`src/rtl/mem_access_responder_if.sv`:
```
// Request/response and SRAM signal bundle for mem_access_responder.
// AW must match the AW of the responder it is bound to.
interface mem_access_responder_if #(
  parameter int AW = 10
);
  logic          iValidRd;
  logic [31:0]   iAddrRd;
  logic [3:0]    iTagRd;
  logic [2:0]    iIdRd;
  logic [1:0]    iLenRd;
  logic [3:0]    iQoSRd;
  logic          oReadyRd;
  logic          oValidRsp;
  logic [3:0]    oTagRsp;
  logic [31:0]   oDataRsp;
  logic [1:0]    oStatusRsp;
  logic          oEoD;
  logic          iReadyRsp;
  logic          iValidWr;
  logic [31:0]   iAddrWr;
  logic [3:0]    iTagWr;
  logic [2:0]    iIdWr;
  logic [1:0]    iLenWr;
  logic [3:0]    iQoSWr;
  logic          oReadyWr;
  logic [31:0]   iDataWr;
  logic [3:0]    iMaskWr;
  logic          iEoD;
  logic          oMemCs;
  logic          oMemWe;
  logic [AW-1:0] oMemAddr;
  logic [31:0]   oMemWdata;
  logic [3:0]    oMemBe;
  logic [31:0]   iMemRdata;

  modport slave (
    input  iValidRd, iAddrRd, iTagRd, iIdRd, iLenRd, iQoSRd, iReadyRsp,
    input  iValidWr, iAddrWr, iTagWr, iIdWr, iLenWr, iQoSWr, iDataWr, iMaskWr, iEoD,
    input  iMemRdata,
    output oReadyRd, oValidRsp, oTagRsp, oDataRsp, oStatusRsp, oEoD, oReadyWr,
    output oMemCs, oMemWe, oMemAddr, oMemWdata, oMemBe
  );

  modport master (
    output iValidRd, iAddrRd, iTagRd, iIdRd, iLenRd, iQoSRd, iReadyRsp,
    output iValidWr, iAddrWr, iTagWr, iIdWr, iLenWr, iQoSWr, iDataWr, iMaskWr, iEoD,
    output iMemRdata,
    input  oReadyRd, oValidRsp, oTagRsp, oDataRsp, oStatusRsp, oEoD, oReadyWr,
    input  oMemCs, oMemWe, oMemAddr, oMemWdata, oMemBe
  );
endinterface

```
`src/rtl/mem_access_responder.sv`:
```
// Single-burst read/write responder in front of a single-port synchronous SRAM.
// Define MEM_RSP_QOS_ARB_EN for QoS arbitration; otherwise contention strictly alternates.
module mem_access_responder #(
  parameter int AW    = 10,
  parameter int DEPTH = 1024
) (
  input  logic clk,
  input  logic reset,
  mem_access_responder_if.slave bus
);
  typedef enum logic [2:0] {IDLE, WR, RD_ISSUE, RD_CAP, RD_RSP} state_e;

  localparam logic [AW:0] DEPTH_W = (AW+1)'(DEPTH);
  localparam logic [AW:0] ONE_W   = (AW+1)'(1);

  state_e        state_q, state_d;
  logic [AW:0]   word_q, word_d;
  logic [1:0]    beat_q, beat_d;
  logic [1:0]    len_q, len_d;
  logic [1:0]    status_q, status_d;
  logic [3:0]    tag_q, tag_d;
  logic          misal_q, misal_d;
  logic          last_rd_q, last_rd_d;
  logic [31:0]   data_q, data_d;
  logic          wr_cs_q, wr_cs_d;
  logic [AW-1:0] wr_addr_q, wr_addr_d;
  logic [31:0]   wdata_q, wdata_d;
  logic [3:0]    be_q, be_d;

  logic          wr_wins, gnt_wr, gnt_rd, beat_ok, beat_last;
  logic [AW:0]   wr_word, rd_word;
  logic          unused_ok;

  assign wr_word   = {1'b0, bus.iAddrWr[AW+1:2]};
  assign rd_word   = {1'b0, bus.iAddrRd[AW+1:2]};
  assign beat_ok   = !misal_q && (word_q < DEPTH_W);
  assign beat_last = (beat_q == len_q);
  assign unused_ok = ^{bus.iIdRd, bus.iIdWr, bus.iTagWr, bus.iQoSRd, bus.iQoSWr,
                       bus.iAddrRd[31:AW+2], bus.iAddrWr[31:AW+2]};

  // last_rd_q starts at 1 so the first tie goes to the write side
`ifdef MEM_RSP_QOS_ARB_EN
  always_comb begin
    if (bus.iQoSWr != bus.iQoSRd) wr_wins = (bus.iQoSWr > bus.iQoSRd);
    else                          wr_wins = last_rd_q;
  end
`else
  assign wr_wins = last_rd_q;
`endif

  always_comb begin
    state_d   = state_q;
    word_d    = word_q;
    beat_d    = beat_q;
    len_d     = len_q;
    status_d  = status_q;
    tag_d     = tag_q;
    misal_d   = misal_q;
    last_rd_d = last_rd_q;
    data_d    = data_q;
    wr_cs_d   = 1'b0;
    wr_addr_d = wr_addr_q;
    wdata_d   = wdata_q;
    be_d      = be_q;
    gnt_wr    = 1'b0;
    gnt_rd    = 1'b0;
    unique case (state_q)
      IDLE: begin
        gnt_wr = bus.iValidWr && (!bus.iValidRd || wr_wins);
        gnt_rd = bus.iValidRd && !gnt_wr;
        if (gnt_wr) begin
          last_rd_d = 1'b0;
          len_d     = bus.iLenWr;
          misal_d   = |bus.iAddrWr[1:0];
          wr_cs_d   = !(|bus.iAddrWr[1:0]) && (wr_word < DEPTH_W);
          wr_addr_d = wr_word[AW-1:0];
          wdata_d   = bus.iDataWr;
          be_d      = bus.iMaskWr;
          word_d    = wr_word + ONE_W;
          beat_d    = 2'd1;
          if (!bus.iEoD && (bus.iLenWr != 2'd0)) state_d = WR;
        end else if (gnt_rd) begin
          last_rd_d = 1'b1;
          len_d     = bus.iLenRd;
          tag_d     = bus.iTagRd;
          misal_d   = |bus.iAddrRd[1:0];
          word_d    = rd_word;
          beat_d    = 2'd0;
          state_d   = RD_ISSUE;
        end
      end
      WR: begin
        if (bus.iValidWr) begin
          wr_cs_d   = beat_ok;
          wr_addr_d = word_q[AW-1:0];
          wdata_d   = bus.iDataWr;
          be_d      = bus.iMaskWr;
          word_d    = word_q + ONE_W;
          beat_d    = beat_q + 2'd1;
          if (bus.iEoD || beat_last) state_d = IDLE;
        end
      end
      RD_ISSUE: state_d = RD_CAP;
      RD_CAP: begin
        data_d   = beat_ok ? bus.iMemRdata : 32'h0;
        status_d = misal_q ? 2'b11 : ((word_q >= DEPTH_W) ? 2'b01 : 2'b00);
        state_d  = RD_RSP;
      end
      RD_RSP: begin
        if (bus.iReadyRsp) begin
          if (beat_last) begin
            state_d = IDLE;
          end else begin
            beat_d  = beat_q + 2'd1;
            word_d  = word_q + ONE_W;
            state_d = RD_ISSUE;
          end
        end
      end
      default: state_d = IDLE;
    endcase
  end

  always_ff @(posedge clk or posedge reset) begin
    if (reset) begin
      state_q   <= IDLE;
      word_q    <= '0;
      beat_q    <= '0;
      len_q     <= '0;
      status_q  <= '0;
      tag_q     <= '0;
      misal_q   <= 1'b0;
      last_rd_q <= 1'b1;
      data_q    <= '0;
      wr_cs_q   <= 1'b0;
      wr_addr_q <= '0;
      wdata_q   <= '0;
      be_q      <= '0;
    end else begin
      state_q   <= state_d;
      word_q    <= word_d;
      beat_q    <= beat_d;
      len_q     <= len_d;
      status_q  <= status_d;
      tag_q     <= tag_d;
      misal_q   <= misal_d;
      last_rd_q <= last_rd_d;
      data_q    <= data_d;
      wr_cs_q   <= wr_cs_d;
      wr_addr_q <= wr_addr_d;
      wdata_q   <= wdata_d;
      be_q      <= be_d;
    end
  end

  // Ready is combinational from the request valids, so it must be masked by reset
  assign bus.oReadyWr   = !reset && (gnt_wr || (state_q == WR));
  assign bus.oReadyRd   = !reset && gnt_rd;
  assign bus.oValidRsp  = (state_q == RD_RSP);
  assign bus.oTagRsp    = tag_q;
  assign bus.oDataRsp   = data_q;
  assign bus.oStatusRsp = status_q;
  assign bus.oEoD       = (state_q == RD_RSP) && beat_last;
  assign bus.oMemCs     = wr_cs_q || ((state_q == RD_ISSUE) && beat_ok);
  assign bus.oMemWe     = wr_cs_q;
  assign bus.oMemAddr   = wr_cs_q ? wr_addr_q : word_q[AW-1:0];
  assign bus.oMemWdata  = wdata_q;
  assign bus.oMemBe     = be_q;
endmodule

```
`src/flat_wrapper.sv`:
```
// flat-port wrapper written by rule: the top's interface ports become plain ports
module mem_access_responder_flat 
#(
  parameter int AW    = 10,
  parameter int DEPTH = 1024
)
  (clk, reset, bus_iValidRd, bus_iAddrRd, bus_iTagRd, bus_iIdRd, bus_iLenRd, bus_iQoSRd, bus_iReadyRsp, bus_iValidWr, bus_iAddrWr, bus_iTagWr, bus_iIdWr, bus_iLenWr, bus_iQoSWr, bus_iDataWr, bus_iMaskWr, bus_iEoD, bus_iMemRdata, bus_oReadyRd, bus_oValidRsp, bus_oTagRsp, bus_oDataRsp, bus_oStatusRsp, bus_oEoD, bus_oReadyWr, bus_oMemCs, bus_oMemWe, bus_oMemAddr, bus_oMemWdata, bus_oMemBe);
  mem_access_responder_if #(.AW(AW)) bus_i ();
  input  logic clk;
  input  logic reset;
  input wire logic [$bits(bus_i.iValidRd)-1:0] bus_iValidRd;
  input wire logic [$bits(bus_i.iAddrRd)-1:0] bus_iAddrRd;
  input wire logic [$bits(bus_i.iTagRd)-1:0] bus_iTagRd;
  input wire logic [$bits(bus_i.iIdRd)-1:0] bus_iIdRd;
  input wire logic [$bits(bus_i.iLenRd)-1:0] bus_iLenRd;
  input wire logic [$bits(bus_i.iQoSRd)-1:0] bus_iQoSRd;
  input wire logic [$bits(bus_i.iReadyRsp)-1:0] bus_iReadyRsp;
  input wire logic [$bits(bus_i.iValidWr)-1:0] bus_iValidWr;
  input wire logic [$bits(bus_i.iAddrWr)-1:0] bus_iAddrWr;
  input wire logic [$bits(bus_i.iTagWr)-1:0] bus_iTagWr;
  input wire logic [$bits(bus_i.iIdWr)-1:0] bus_iIdWr;
  input wire logic [$bits(bus_i.iLenWr)-1:0] bus_iLenWr;
  input wire logic [$bits(bus_i.iQoSWr)-1:0] bus_iQoSWr;
  input wire logic [$bits(bus_i.iDataWr)-1:0] bus_iDataWr;
  input wire logic [$bits(bus_i.iMaskWr)-1:0] bus_iMaskWr;
  input wire logic [$bits(bus_i.iEoD)-1:0] bus_iEoD;
  input wire logic [$bits(bus_i.iMemRdata)-1:0] bus_iMemRdata;
  output wire logic [$bits(bus_i.oReadyRd)-1:0] bus_oReadyRd;
  output wire logic [$bits(bus_i.oValidRsp)-1:0] bus_oValidRsp;
  output wire logic [$bits(bus_i.oTagRsp)-1:0] bus_oTagRsp;
  output wire logic [$bits(bus_i.oDataRsp)-1:0] bus_oDataRsp;
  output wire logic [$bits(bus_i.oStatusRsp)-1:0] bus_oStatusRsp;
  output wire logic [$bits(bus_i.oEoD)-1:0] bus_oEoD;
  output wire logic [$bits(bus_i.oReadyWr)-1:0] bus_oReadyWr;
  output wire logic [$bits(bus_i.oMemCs)-1:0] bus_oMemCs;
  output wire logic [$bits(bus_i.oMemWe)-1:0] bus_oMemWe;
  output wire logic [$bits(bus_i.oMemAddr)-1:0] bus_oMemAddr;
  output wire logic [$bits(bus_i.oMemWdata)-1:0] bus_oMemWdata;
  output wire logic [$bits(bus_i.oMemBe)-1:0] bus_oMemBe;
  assign bus_i.iValidRd = bus_iValidRd;
  assign bus_i.iAddrRd = bus_iAddrRd;
  assign bus_i.iTagRd = bus_iTagRd;
  assign bus_i.iIdRd = bus_iIdRd;
  assign bus_i.iLenRd = bus_iLenRd;
  assign bus_i.iQoSRd = bus_iQoSRd;
  assign bus_i.iReadyRsp = bus_iReadyRsp;
  assign bus_i.iValidWr = bus_iValidWr;
  assign bus_i.iAddrWr = bus_iAddrWr;
  assign bus_i.iTagWr = bus_iTagWr;
  assign bus_i.iIdWr = bus_iIdWr;
  assign bus_i.iLenWr = bus_iLenWr;
  assign bus_i.iQoSWr = bus_iQoSWr;
  assign bus_i.iDataWr = bus_iDataWr;
  assign bus_i.iMaskWr = bus_iMaskWr;
  assign bus_i.iEoD = bus_iEoD;
  assign bus_i.iMemRdata = bus_iMemRdata;
  assign bus_oReadyRd = bus_i.oReadyRd;
  assign bus_oValidRsp = bus_i.oValidRsp;
  assign bus_oTagRsp = bus_i.oTagRsp;
  assign bus_oDataRsp = bus_i.oDataRsp;
  assign bus_oStatusRsp = bus_i.oStatusRsp;
  assign bus_oEoD = bus_i.oEoD;
  assign bus_oReadyWr = bus_i.oReadyWr;
  assign bus_oMemCs = bus_i.oMemCs;
  assign bus_oMemWe = bus_i.oMemWe;
  assign bus_oMemAddr = bus_i.oMemAddr;
  assign bus_oMemWdata = bus_i.oMemWdata;
  assign bus_oMemBe = bus_i.oMemBe;
  mem_access_responder #(.AW(AW), .DEPTH(DEPTH)) u_core (.clk(clk), .reset(reset), .bus(bus_i));
endmodule
```
`config.mk`:
```
export PLATFORM = sky130hd
export DESIGN_NAME = mem_access_responder_flat
export DESIGN_NICKNAME = d
export VERILOG_FILES = /design/src/rtl/mem_access_responder_if.sv /design/src/rtl/mem_access_responder.sv /design/src/flat_wrapper.sv
export SDC_FILE = /design/constraint.sdc
export NUM_CORES = 1
export LEC_CHECK = 0
export ABC_AREA = 0
export BUFFER_PORTS_ARGS = -buffer_cell sky130_fd_sc_hd__buf_4
export CAP_MARGIN = 20
export CORE_ASPECT_RATIO = 1.25
export CORE_MARGIN = 2
export CORE_UTILIZATION = 40
export DETAILED_ROUTE_END_ITERATION = 6
export PLACE_DENSITY = 0.83
export SLEW_MARGIN = 10
export SYNTH_ARGS = -nofsm -noshare
export SYNTH_HDL_FRONTEND = slang
export SYNTH_SLANG_ARGS = --single-unit
```
`constraint.sdc`:
```
create_clock -name clk -period 8.5 [get_ports clk]
set_input_delay 0.85 -clock clk [delete_from_list [all_inputs] [get_ports clk]]
set_output_delay 0.85 -clock clk [all_outputs]
set_load 0.02 [all_outputs]
```
==> run metrics <==
status=finished, final reports clean; clock slew at reported path FFs=about 70 ps; chip width=~100 µm; P_int=approximately 1.5 mW; EDFF count, synth=0; IO Pins=roughly 250; cells after synthesis=approximately 470; Synth area leaders=dfrtp_1 (52%), mux2_1 (6.8%), nand2_1 (6.6%), o21ai_0 (4.9%), mux2_2 (4.7%); Final nets=a little over 800; Placeable Area=0.0122 mm²; Simple-Gate Fraction of Synth Area=approximately 13%; RSZ-0062 raised after global routing=no; Clock Power Share=between 10% and 20%; Layout Cells excl Fill=a little over 800; largest family of logic cells by synthesized area=multiplexers; vias=approximately 4200; worst-case reg-to-reg path depth=3; NetSw=1.09 mW; multiplexer area fraction after synthesis=about 14%; cell area after synthesis=around 0.005 mm²; post-CTS setup buffer count=0; Routed Antenna Nets=0; share of the synthesized area in the top cell type=a little over half; crit end category=primary output; Synth Area in Adders=less than 1%; Switching Share=a little over two fifths; wire per inst=between 15 and 20 µm; Max Freq=roughly 330 MHz; fill cell count=about 1100; Logic pwr share=roughly half; Total Neg Setup Slack=0 ps; most instantiated cells after synthesis=dfrtp_1 (104), nand2_1 (87), o21ai_0 (49), mux2_1 (30), mux2_2 (21); cell with the most instances after synthesis=dfrtp_1; final worst path period need=between 3000 and 4000 ps; Final setup viols=0; FFs w/ async S/R, synth=between 90% and 100%; first-pass GRT wire length=21.7 mm; die area=roughly 0.013 mm²; routability cong.=0.864; PwrDens=380 mW/mm²; Row Count=45; register area=0.00263 mm²; CTS Root Cell=clkbuf_16; Synth Area per Inst=around 11 µm²; Flop pwr share=between 30% and 40%; most used flip-flop cell after synthesis=dfrtp_1; Worst slew margin=between 30% and 40%; Clock Sinks=approximately 110; CTS tree=yes; # placed instances=approximately 800; Pre-antenna DRT Iters=4; initial detailed-routing violation count=between 200 and 250; post-synthesis sequential area ratio=roughly 53%; Area Overhead vs Synth=36.7%; synth warn=0; distinct cell type count of the synthesized netlist=a little under 60; WL final=~14 mm; maximum vdd ir drop=about 0.00017 V; WP data arrival=around 2200 ps; share of layout cells above drive strength 1=a little under two fifths; Compound-Gate Fraction of Synth Area=13.3%; clk_skew=about 10 ps; number of synthesized register bits=roughly 110; number of max-cap violations=0; Slew Viols, Final=0; endpoints failing hold=0; Worst Tran Pin Value=~1000 ps; Starting Density=between 40% and 50%; Remaining DRCs=0; CP required=7650 ps; CTS buffer count=9; DP Wirelength=between 10 and 15 mm; Leak=~3.2 nW; largest net degree at the start of global routing=73; DIE HEIGHT=approximately 130 µm; vias in the first global route=4191; GR Util All Layers=20.3%; vias per std cell=5.18; initial antenna violation count=0; area of the multi-input gates=0.00214 mm²; Remaining Overflow, GRT=0; Syn Nets=~640; hold crit path type=reg -> reg; CP startpoint kind=input port; diode count=0; Setup Crit Path Kind=in -> out; fin crit share=36.0%; xor/xnor cell area share of the yosys netlist=between 1.5 and 2%; CTS resizes=0; Hold Path Stages=2; largest area contributor in the netlist=dfrtp_1; cts hold-fix bufs=0; IO Port Bufs=approximately 200; CTS max path bufs=2; Crit Path Max Fanout=9; Max H-tree Level=3; clk_lat worst skew=350 ps
power by group through the flow:
stage | registers (mW) | logic (mW) | clock network (mW)
after CTS | 0.906 | 1.29 | 0.422
after detailed placement | 0.916 | 1.28 | 0
after global placement | 0.898 | 1.24 | 0
after global routing | 0.938 | 1.38 | 0.443
after floorplan | 1.05 | 0.673 | 0
final | 0.907 | 1.27 | 0.409
layer usage:
metal  vias up  part of all wire, %  track usage [%]
met4         0                  2.2             8.03
met5         -                    0                0
met1      2018                   40             24.7
met2       186                   51             35.9
li1       2009                    -                -
met3        22                  6.3             4.00
metrics by stage:
stage | hold WS (ps) | cell area, µm² | total power, mW | worst slack, ps | util (%)
after global placement | 456 | 6510 | 2.14 | 5450 | 53.5
after CTS | 481 | 6810 | 2.61 | 5440 | 56.0
after global routing | 500 | 6810 | 2.76 | 5370 | 56.0
final | 480 | 6810 | 2.59 | 5440 | 56.0
after floorplan | 444 | 4980 | 1.72 | 4160 | -
after detailed placement | 465 | 6510 | 2.20 | 5450 | 53.5
registers in the layout, indices dropped and copies added (netlist names):
register and cells:
u_core.bus.oMemWe 1, u_core.wr_addr_q 10, u_core.state_q 3, u_core.bus.oDataRsp 32, u_core.beat_q 2, u_core.bus.oMemWdata 32, u_core.misal_q 1, u_core.bus.oMemBe 4
u_core.len_q 2, u_core.word_q 11, u_core.bus.oTagRsp 4, u_core.bus.oStatusRsp 2, u_core.last_rd_q 1
worst paths after layout:
kind | startpoint | end | slack (ps)
worst min register to register | u_core.last_rd_q | u_core.last_rd_q | 480
max in group asynchronous | reset | u_core.bus.oDataRsp[15] | 6710
worst min-delay path | u_core.last_rd_q | u_core.last_rd_q | 480
min in group asynchronous | reset | u_core.bus.oStatusRsp[0] | 520
worst max register to register | u_core.state_q[1] | u_core.bus.oDataRsp[14] | 6150
worst max-delay path | bus_iValidRd | bus_oReadyRd | 5440
layout by cell type, fill, tap and decap left out, types with 2 or more instances in the layout:
| master | n |
|---|---|
| and2_1 | 2 |
| nor2_1 | 19 |
| inv_1 | 5 |
| o311ai_1 | 2 |
| buf_4 | 200 |
| o22ai_1 | 2 |
| o211ai_1 | 3 |
| and3_1 | 6 |
| nand3_1 | 11 |
| nand4_1 | 3 |
| inv_6 | 2 |
| mux2_2 | 21 |
| clkbuf_16 | 9 |
| a211o_1 | 3 |
| a21o_1 | 2 |
| nor2_2 | 2 |
| o21ai_0 | 49 |
| ha_1 | 2 |
| a31oi_1 | 2 |
| a41oi_1 | 2 |
| clkinv_8 | 2 |
| a21oi_1 | 9 |
| nor3_1 | 5 |
| o21ai_1 | 7 |
| xnor2_1 | 5 |
| mux2i_1 | 14 |
| dfrtp_1 | 104 |
| xor2_1 | 6 |
| mux2_1 | 30 |
| nor3_2 | 2 |
| a311oi_1 | 2 |
| o32a_1 | 3 |
| nand2_1 | 87 |
| o31ai_1 | 2 |
worst max-delay path: stages:
cell      delay, ps
buf_4           120
nand2b_1        150
nand2_1         320
and3_1          400
and2_1          200
buf_4           160
cells by family (layout without fill, tap and decap cells):
kind of cell             count (synthesis)  in the layout
adder cells (fa/ha/maj)                  2              2
AO/OA/AOI/OAI                          102            102
buffers and inverters                   38            223
AND/OR/NAND/NOR                        146            146
flip-flops                             105            105
multiplexers                            65             65
XOR/XNOR                                11             11
layout make-up:
cell class              count  share of cell area [%]
well taps                 164                    3.01
multi-input cells         326                    31.5
flip-flops and latches    105                    38.6
inverters                   7                   0.423
clock inverters             7                    1.10
repair buffers            200                    22.1
clock buffers               9                    3.31
Note: power is estimated with default switching activity, not from simulation.
